--- config.mk ---
export PLATFORM = sky130hd
export DESIGN_NAME = cva6_ptw_sv32_walker
export DESIGN_NICKNAME = d
export VERILOG_FILES = /design/src/rtl/cva6_ptw_sv32_pkg.sv /design/src/rtl/cva6_ptw_sv32_walker.sv
export SDC_FILE = /design/constraint.sdc
export NUM_CORES = 1
export LEC_CHECK = 0
export CAP_MARGIN = 20
export CORE_AREA = 10 10 140 129
export DETAILED_ROUTE_END_ITERATION = 10
export DIE_AREA = 0 0 150 139
export GPL_ROUTABILITY_DRIVEN = 0
export PLACE_DENSITY = 0.79
export SETUP_SLACK_MARGIN = 0.3
export SLEW_MARGIN = 25
export SYNTH_ARGS = -nofsm -noshare
export SYNTH_HDL_FRONTEND = slang
export SYNTH_SLANG_ARGS = --single-unit
export TNS_END_PERCENT = 1
--- constraint.sdc ---
create_clock -name clk_i -period 1.75 [get_ports clk_i]
set_clock_uncertainty 0.15 [all_clocks]
set_input_delay 0.4375 -clock clk_i [delete_from_list [all_inputs] [get_ports clk_i]]
set_output_delay 0.4375 -clock clk_i [all_outputs]
set_load 0.1 [all_outputs]
--- src/rtl/cva6_ptw_sv32_pkg.sv ---
// Shared types for the Sv32 page-table walker: PTE layout, TLB update word and walker states.
// Also holds the PTE classification helpers used when a memory response is decoded.
package cva6_ptw_sv32_pkg;

    typedef struct packed {
        logic [11:0] ppn1;
        logic [9:0]  ppn0;
        logic [1:0]  rsw;
        logic        d;
        logic        a;
        logic        g;
        logic        u;
        logic        x;
        logic        w;
        logic        r;
        logic        v;
    } pte_t;

    // Field order matches the 63-bit update word consumed by cva6_tlb_sv32.
    typedef struct packed {
        logic        valid;
        logic        is_4m;
        logic [19:0] vpn;
        logic [8:0]  asid;
        pte_t        content;
    } tlb_update_t;

    typedef enum logic [2:0] {
        IDLE,
        L1_REQ,
        L1_WAIT,
        L0_REQ,
        L0_WAIT,
        DRAIN
    } state_e;

    function automatic logic is_leaf(pte_t p);
        return p.r | p.x;
    endfunction

    // Reserved encoding (writable but not readable) is treated like an invalid entry.
    function automatic logic is_invalid(pte_t p);
        return !p.v || (!p.r && p.w);
    endfunction

endpackage

--- src/rtl/cva6_ptw_sv32_walker.sv ---
// Sv32 hardware page-table walker: one miss at a time, two-level PTE fetch over req/gnt/rvalid,
// producing a one-cycle TLB update or a page-fault pulse. flush_i aborts, draining any outstanding read.
module cva6_ptw_sv32_walker
    import cva6_ptw_sv32_pkg::*;
#(
    parameter int ASID_WIDTH = 1
) (
    input  logic                  clk_i,
    input  logic                  rst_ni,
    input  logic                  flush_i,
    input  logic [21:0]           satp_ppn_i,
    input  logic                  miss_valid_i,
    output logic                  miss_ready_o,
    input  logic [31:0]           miss_vaddr_i,
    input  logic [ASID_WIDTH-1:0] miss_asid_i,
    output logic                  mem_req_o,
    output logic [33:0]           mem_addr_o,
    input  logic                  mem_gnt_i,
    input  logic                  mem_rvalid_i,
    input  logic [31:0]           mem_rdata_i,
    output logic [62:0]           update_o,
    output logic                  walk_busy_o,
    output logic                  fault_o,
    output logic [31:0]           fault_vaddr_o
);

    state_e                state, state_next;
    logic [31:0]           vaddr_q;
    logic [ASID_WIDTH-1:0] asid_q;
    logic [21:0]           ppn_q;
    tlb_update_t           update_q, update_d;
    logic                  fault_q, fault_d;
    logic [31:0]           fault_vaddr_q;
    pte_t                  pte;

    assign pte           = pte_t'(mem_rdata_i);
    assign update_o      = update_q;
    assign fault_o       = fault_q;
    assign fault_vaddr_o = fault_vaddr_q;

    // ppn_q holds the table base of the level being fetched: satp at L1, the L1 pointer at L0.
    always_ff @(posedge clk_i or negedge rst_ni) begin
        if (!rst_ni) begin
            state         <= IDLE;
            vaddr_q       <= '0;
            asid_q        <= '0;
            ppn_q         <= '0;
            update_q      <= '0;
            fault_q       <= 1'b0;
            fault_vaddr_q <= '0;
        end else begin
            state         <= state_next;
            update_q      <= update_d;
            fault_q       <= fault_d;
            fault_vaddr_q <= fault_d ? vaddr_q : '0;
            if (state == IDLE && miss_valid_i) begin
                vaddr_q <= miss_vaddr_i;
                asid_q  <= miss_asid_i;
                ppn_q   <= satp_ppn_i;
            end else if (state == L1_WAIT && state_next == L0_REQ) begin
                ppn_q <= {pte.ppn1, pte.ppn0};
            end
        end
    end

    // Flush wins over every other event; a granted-but-unanswered read must be drained.
    always_comb begin
        state_next = state;
        case (state)
            IDLE: begin
                if (miss_valid_i && !flush_i) state_next = L1_REQ;
            end
            L1_REQ, L0_REQ: begin
                if (flush_i)        state_next = mem_gnt_i ? DRAIN : IDLE;
                else if (mem_gnt_i) state_next = (state == L1_REQ) ? L1_WAIT : L0_WAIT;
            end
            L1_WAIT: begin
                if (flush_i)           state_next = mem_rvalid_i ? IDLE : DRAIN;
                else if (mem_rvalid_i) state_next = (is_invalid(pte) || is_leaf(pte)) ? IDLE : L0_REQ;
            end
            L0_WAIT: begin
                if (flush_i)           state_next = mem_rvalid_i ? IDLE : DRAIN;
                else if (mem_rvalid_i) state_next = IDLE;
            end
            DRAIN: begin
                if (mem_rvalid_i) state_next = IDLE;
            end
            default: state_next = IDLE;
        endcase
    end

    always_comb begin
        miss_ready_o     = (state == IDLE);
        walk_busy_o      = (state != IDLE);
        mem_req_o        = 1'b0;
        mem_addr_o       = '0;
        update_d         = '0;
        fault_d          = 1'b0;
        update_d.vpn     = '0;
        case (state)
            L1_REQ: begin
                mem_req_o  = 1'b1;
                mem_addr_o = {ppn_q, vaddr_q[31:22], 2'b00};
            end
            L0_REQ: begin
                mem_req_o  = 1'b1;
                mem_addr_o = {ppn_q, vaddr_q[21:12], 2'b00};
            end
            L1_WAIT: begin
                if (mem_rvalid_i && !flush_i) begin
                    // A superpage leaf must have ppn0 clear, otherwise it is misaligned.
                    if (is_invalid(pte) || (is_leaf(pte) && pte.ppn0 != '0)) begin
                        fault_d = 1'b1;
                    end else if (is_leaf(pte)) begin
                        update_d.valid   = 1'b1;
                        update_d.is_4m   = 1'b1;
                        update_d.vpn     = vaddr_q[31:12];
                        update_d.asid    = 9'(asid_q);
                        update_d.content = pte;
                    end
                end
            end
            L0_WAIT: begin
                if (mem_rvalid_i && !flush_i) begin
                    if (is_invalid(pte) || !is_leaf(pte)) begin
                        fault_d = 1'b1;
                    end else begin
                        update_d.valid   = 1'b1;
                        update_d.is_4m   = 1'b0;
                        update_d.vpn     = vaddr_q[31:12];
                        update_d.asid    = 9'(asid_q);
                        update_d.content = pte;
                    end
                end
            end
            default: ;
        endcase
    end

endmodule

---- Word level (Yosys, flattened, before mapping) ----
Cells that the tools add are included.
cells by class
  equality and inequality tests ........... 6
  multiplexer cells ....................... 28
  bitwise logic cells ..................... 1
  reductions and logical operators ........ 19
operator list
  cell                                                             number
  63-bit 2-to-1 mux                                                5
  63-bit one-hot mux with 2 select lines                           1
  34-bit one-hot mux with 2 select lines                           1
  22-bit 2-to-1 mux                                                2
  32-bit 2-to-1 mux                                                1
  3-bit 2-to-1 mux                                                 10
  3-bit one-hot mux with 5 select lines                            1
  10-bit nonzero test                                              1
  3-bit by 2-bit == test with 1-bit output, second input constant  3
  3-bit == test, second input constant                             2
  1-bit logical AND                                                6
  1-bit 2-to-1 mux                                                 5
  1-bit logical NOT                                                4
  1-bit logical OR                                                 4
  3-bit by 1-bit == test with 1-bit output, second input constant  1
  3-bit logical NOT                                                1
  3-bit nonzero test                                               1
  2-bit 2-to-1 mux                                                 1
  1-bit one-hot mux with 2 select lines                            1
  2-bit nonzero test                                               1
  2-bit OR reduction                                               1
  1-bit bitwise OR                                                 1
word-level totals
  register bits after elaboration ......... 154
  bits of input ports ..................... 93
  output and inout port bits .............. 133
  word-level logic and storage cells ...... 75

---- Longest topological paths before layout ----
  word-level depth ........................ 12
  mapped depth ............................ 9
  gate-level depth less buffers ........... 7

---- Worst setup path before layout ----
No wires, ideal clock.
  path kind ............................... register to output
  start ................................... reg state[2]
  end ..................................... out mem_addr_o[21]
  arrival time ............................ 2.623 ns
  data required time ...................... 1.162 ns
  path slack .............................. -1.460 ns
  cell stages (with the launch flop) ...... 6
  path buffers ............................ 2
  path through ............................ dfrtp_1 -> buf_2 -> nand2b_1 -> inv_1 -> clkbuf_1 -> and2_1
on the way
  word-level cells in the longest chain between the ends .. 2
  elaborated cells on any way between the ends .. 3
  those cells by class .................... 2 x eq/ne; 1 x mux
RTL lines
  element                                                                                                      RTL line                     source
  start: declaration                                                                                           cva6_ptw_sv32_walker.sv:27   state_e state, state_next;
  start signal: assignment                                                                                     cva6_ptw_sv32_walker.sv:52   state <= state_next;
  3-bit by 2-bit == test with 1-bit output / 3-bit by 1-bit == test with 1-bit output (equally long branches)  cva6_ptw_sv32_walker.sv:100  case (state)
  34-bit one-hot mux with 2 select lines (*)                                                                   cva6_ptw_sv32_walker.sv:100
  end: declaration                                                                                             cva6_ptw_sv32_walker.sv:17   output logic [33:0] mem_addr_o,
Every way passes the cells marked *; elsewhere a longest branch is shown, timed or not.

---- Worst setup path after layout ----
  start ................................... reg state[2]
  end ..................................... out mem_addr_o[5]
Same word-level chain as after synthesis.

==> summary.txt <==
Run status
  – Status: finished with violations
  – Failing checks: negative setup slack

Yosys
  – Post-synthesis sequential area ratio: 0.616
  – Most frequent cell after synthesis: dfrtp_1
  – Synth area leader: dfrtp_1
  – Synth top area cells: dfrtp_1, and2_1, nand2_1, nor2_1, a31oi_1
  – Warnings, synthesis: 0
  – Share of the synthesized area in the top cell type: 0.616
  – Cell variety after synth: 45
  – Synthesized cell area: 5930 um^2
  – Top_reg_cell synth: dfrtp_1
  – Commonest cells in the netlist: dfrtp_1, nand2_1, and2_1
  – Number of synthesized flops with an enable pin: 0
  – Synthesized flop and latch total: 146
  – Syn Area/Cell: 10.5 um^2
  – Gate count of the mapped netlist: 563
  – Synth async-reset ratio: 1.00

Detailed routing
  – DRT Pass-1 Iters: 5
  – Via count of the routed design: 5,024
  – Antenna Nets Post-Route: 0
  – Drt wl/cell: 19.4 um
  – Final wirelength: 20,100 um
  – Initial drt markers: 232
  – Residual DRC: 0
  – Via/cell ratio: 4.84

Power and ir drop
  – Peak supply drop: 1.35 mV
  – P per Cell Area: 1540 nW/um^2
  – Static leakage: 4.96 nW
  – Switch Pwr: 7.25 mW
  – Combinational power share: 0.500
  – Clock Power Share: 0.222
  – Net Sw Frac: 0.434
  – Cell-internal power: 9.47 mW
  – Flop pwr share: 0.278

Global route
  – Vias in the first global route: 5,406
  – Initial antenna violation count: 0
  – Total gr overflow: 0
  – GRT Util Overall: 0.193
  – Largest net degree at the start of global routing: 56
  – First-pass GRT wire length: 31,200 um

Worst setup path
  – CP Max Fanout: 10
  – CP Class: flop to primary output
  – Crit-path most repeated cell: buf_12
  – Cell family with most CP delay: buffers and inverters
  – Worst R2R Path Depth: 7
  – Critical path startpoint category: flop
  – Critical Path RT: 1.16 ns
  – CP max stage cell: dfrtp_1
  – Crit path DAT: 1.69 ns
  – Number of cells on the critical path: 5
  – Worst-path cell chain: buf_4 -> nand2b_4 -> buf_12 -> nor2_4 -> buf_12
  – Worst path max stage delay: 0.40 ns
  – CP bufs+invs: 3
  – CP Capture Type: primary output

Timing
  – Max-slew violations: 0
  – RSZ-0062 raised after global routing: true
  – Hold slack: 0.274 ns
  – Final hold vios: 0
  – Final setup vio count: 134
  – Worst setup margin: -0.530 ns
  – FMAX: 439 MHz
  – Setup_tns: -23.40 ns
  – Min Tclk post-route: 2.28 ns
  – Final worst-path cycle share: 1.30

CTS
  – Register clock-pin slew on the reported worst setup and hold paths: 0.06 ns
  – Sink Count: 146
  – Root buf cell: clkbuf_16
  – CTS tree: built
  – H-tree levels: 4
  – Max Root-Sink Buffers: 2
  – TritonCTS Buffers: 17
  – Clk Latency, worst-skew pair: 0.42 ns

Cells and area
  – Fill count: 1,029
  – Multi-input gate area: 2280 um^2
  – Antenna Diode Count: 0
  – Layout cells sized above 1: 0.340
  – Utilization after layout: 0.714
  – FF/Latch Area: 3660 um^2
  – Final Net Count: 917
  – Area grow syn2layout: 82.8%

Place
  – Detailed Place HPWL: 14,900 um
  – Dpl ws: -0.801 ns
  – Number of port buffers: 215

Hold path
  – HP Class: input pin to flop
  – Hold Crit Depth: 3

Floorplan
  – CORE AREA: 15,200 um^2
  – Die width: 150 um
  – Initial Utilization: 0.391
  – FP Rows: 43
  – Die Ht: 139 um
  – Number of I/O pins: 226
  – Area of the die: 20,900 um^2

Flow run
  – Number of max-cap violations: 0
-- cells by family (layout without fill, tap and decap cells) --
logic type / Yosys count / in the layout / synth area share
AOI/OAI and AO/OA: 84 / 84 / 0.0851
xor gates and xnor gates: 2 / 2 / 0.00296
buffers and inverters: 50 / 314 / 0.0500
DFF: 146 / 146 / 0.616
muxes: 10 / 10 / 0.0169
other: 1 / 10 / 0.000633
and+or+nand+nor: 270 / 270 / 0.228
-- sequential cells by signal (all words and copies together), names as in the netlist --
name / flops
update_o: 55
fault_vaddr_o: 32
vaddr_q: 32
ppn_q: 22
state: 3
asid_q: 1
fault_o: 1
-- power by group through the flow --
stage               logic (mW)  clock network (mW)  registers (mW)
finish                    8.37                3.72            4.64
global route              8.76                3.91            4.72
CTS                       8.38                3.77            4.63
detailed placement        7.97                   0            4.67
global placement          7.84                   0            4.62
floorplan                 4.79                   0            4.80
-- path summary, 6_finish.rpt --
check | start | end | slack (ns)
min reg2reg | vaddr_q[6]$_DFFE_PN0P_ | fault_vaddr_o[6]$_DFF_PN0_ | 0.32
max in group asynchronous | rst_ni | fault_vaddr_o[9]$_DFF_PN0_ | 0.56
min | mem_rdata_i[18] | update_o[18]$_DFF_PN0_ | 0.27
min in group asynchronous | rst_ni | fault_vaddr_o[22]$_DFF_PN0_ | 0.33
max | state[2]$_DFF_PN0_ | mem_addr_o[5] | -0.53
max reg2reg | state[0]$_DFF_PN0_ | ppn_q[13]$_DFFE_PN0P_ | -0.26
-- area by class of cell --
type	count	area share
Timing Repair Buffer	277	0.369
Sequential cell	146	0.338
Multi-Input combinational cell	376	0.210
Timing Repair inverter	1	0.000809
Clock buffer	19	0.0409
Clock inverter	12	0.0146
Inverter	5	0.00393
Tap cell	202	0.0233
-- per-layer routing --
layer / vias to the layer above / share of wire / global-route usage
met5: - / 0 / 0
met1: 2495 / 0.38 / 0.212
li1: 2325 / - / -
met2: 194 / 0.53 / 0.340
met3: 10 / 0.082 / 0.0747
met4: 0 / 0.0098 / 0.0460
-- placed cells by master, fill, tap and decap left out, types with 3 or more instances in the layout --
cell type        count
dfrtp_1            144
buf_12             132
nand2_1            104
and2_1              82
clkdlybuf4s50_1     82
buf_4               45
nor2_1              26
a21oi_1             23
a31oi_1             23
and2_4              22
o21ai_1             20
clkbuf_16           17
nor2_4              12
conb_1              10
mux2i_1              7
buf_6                7
dlygate4sd2_1        6
o21ai_0              5
clkinvlp_4           4
mux2i_2              3
nor2_2               3
inv_6                3
bufinv_16            3
-- repair_timing --
action                                  CTS  global route
setup buffers                             3             0
cloned                                    1             0
pin swaps                                22             8
hold buffers                              1             0
endpoints found under the hold margin    23             0
resized for setup                        70            15
endpoints found under the setup margin  268           268
-- stage by stage --
step	instance area [um^2]	power (mW)	instances
6_report	10800	16.7	1038
5_1_grt	10800	17.4	1038
4_1_cts	10800	16.8	1038
3_5_place_dp	10000	12.6	1002
3_3_place_gp	10000	12.5	1002
2_1_floorplan	6150	9.59	572
-- worst register-to-register path, stage by stage (launching register included) --
cell and delay [ns]:
dfrtp_2 0.44, buf_6 0.15, nor4b_4 0.32, a31oi_1 0.10
o221a_4 0.30, buf_6 0.17, o21ai_1 0.18, a21oi_1 0.09
Note: power is estimated with default switching activity, not from simulation.
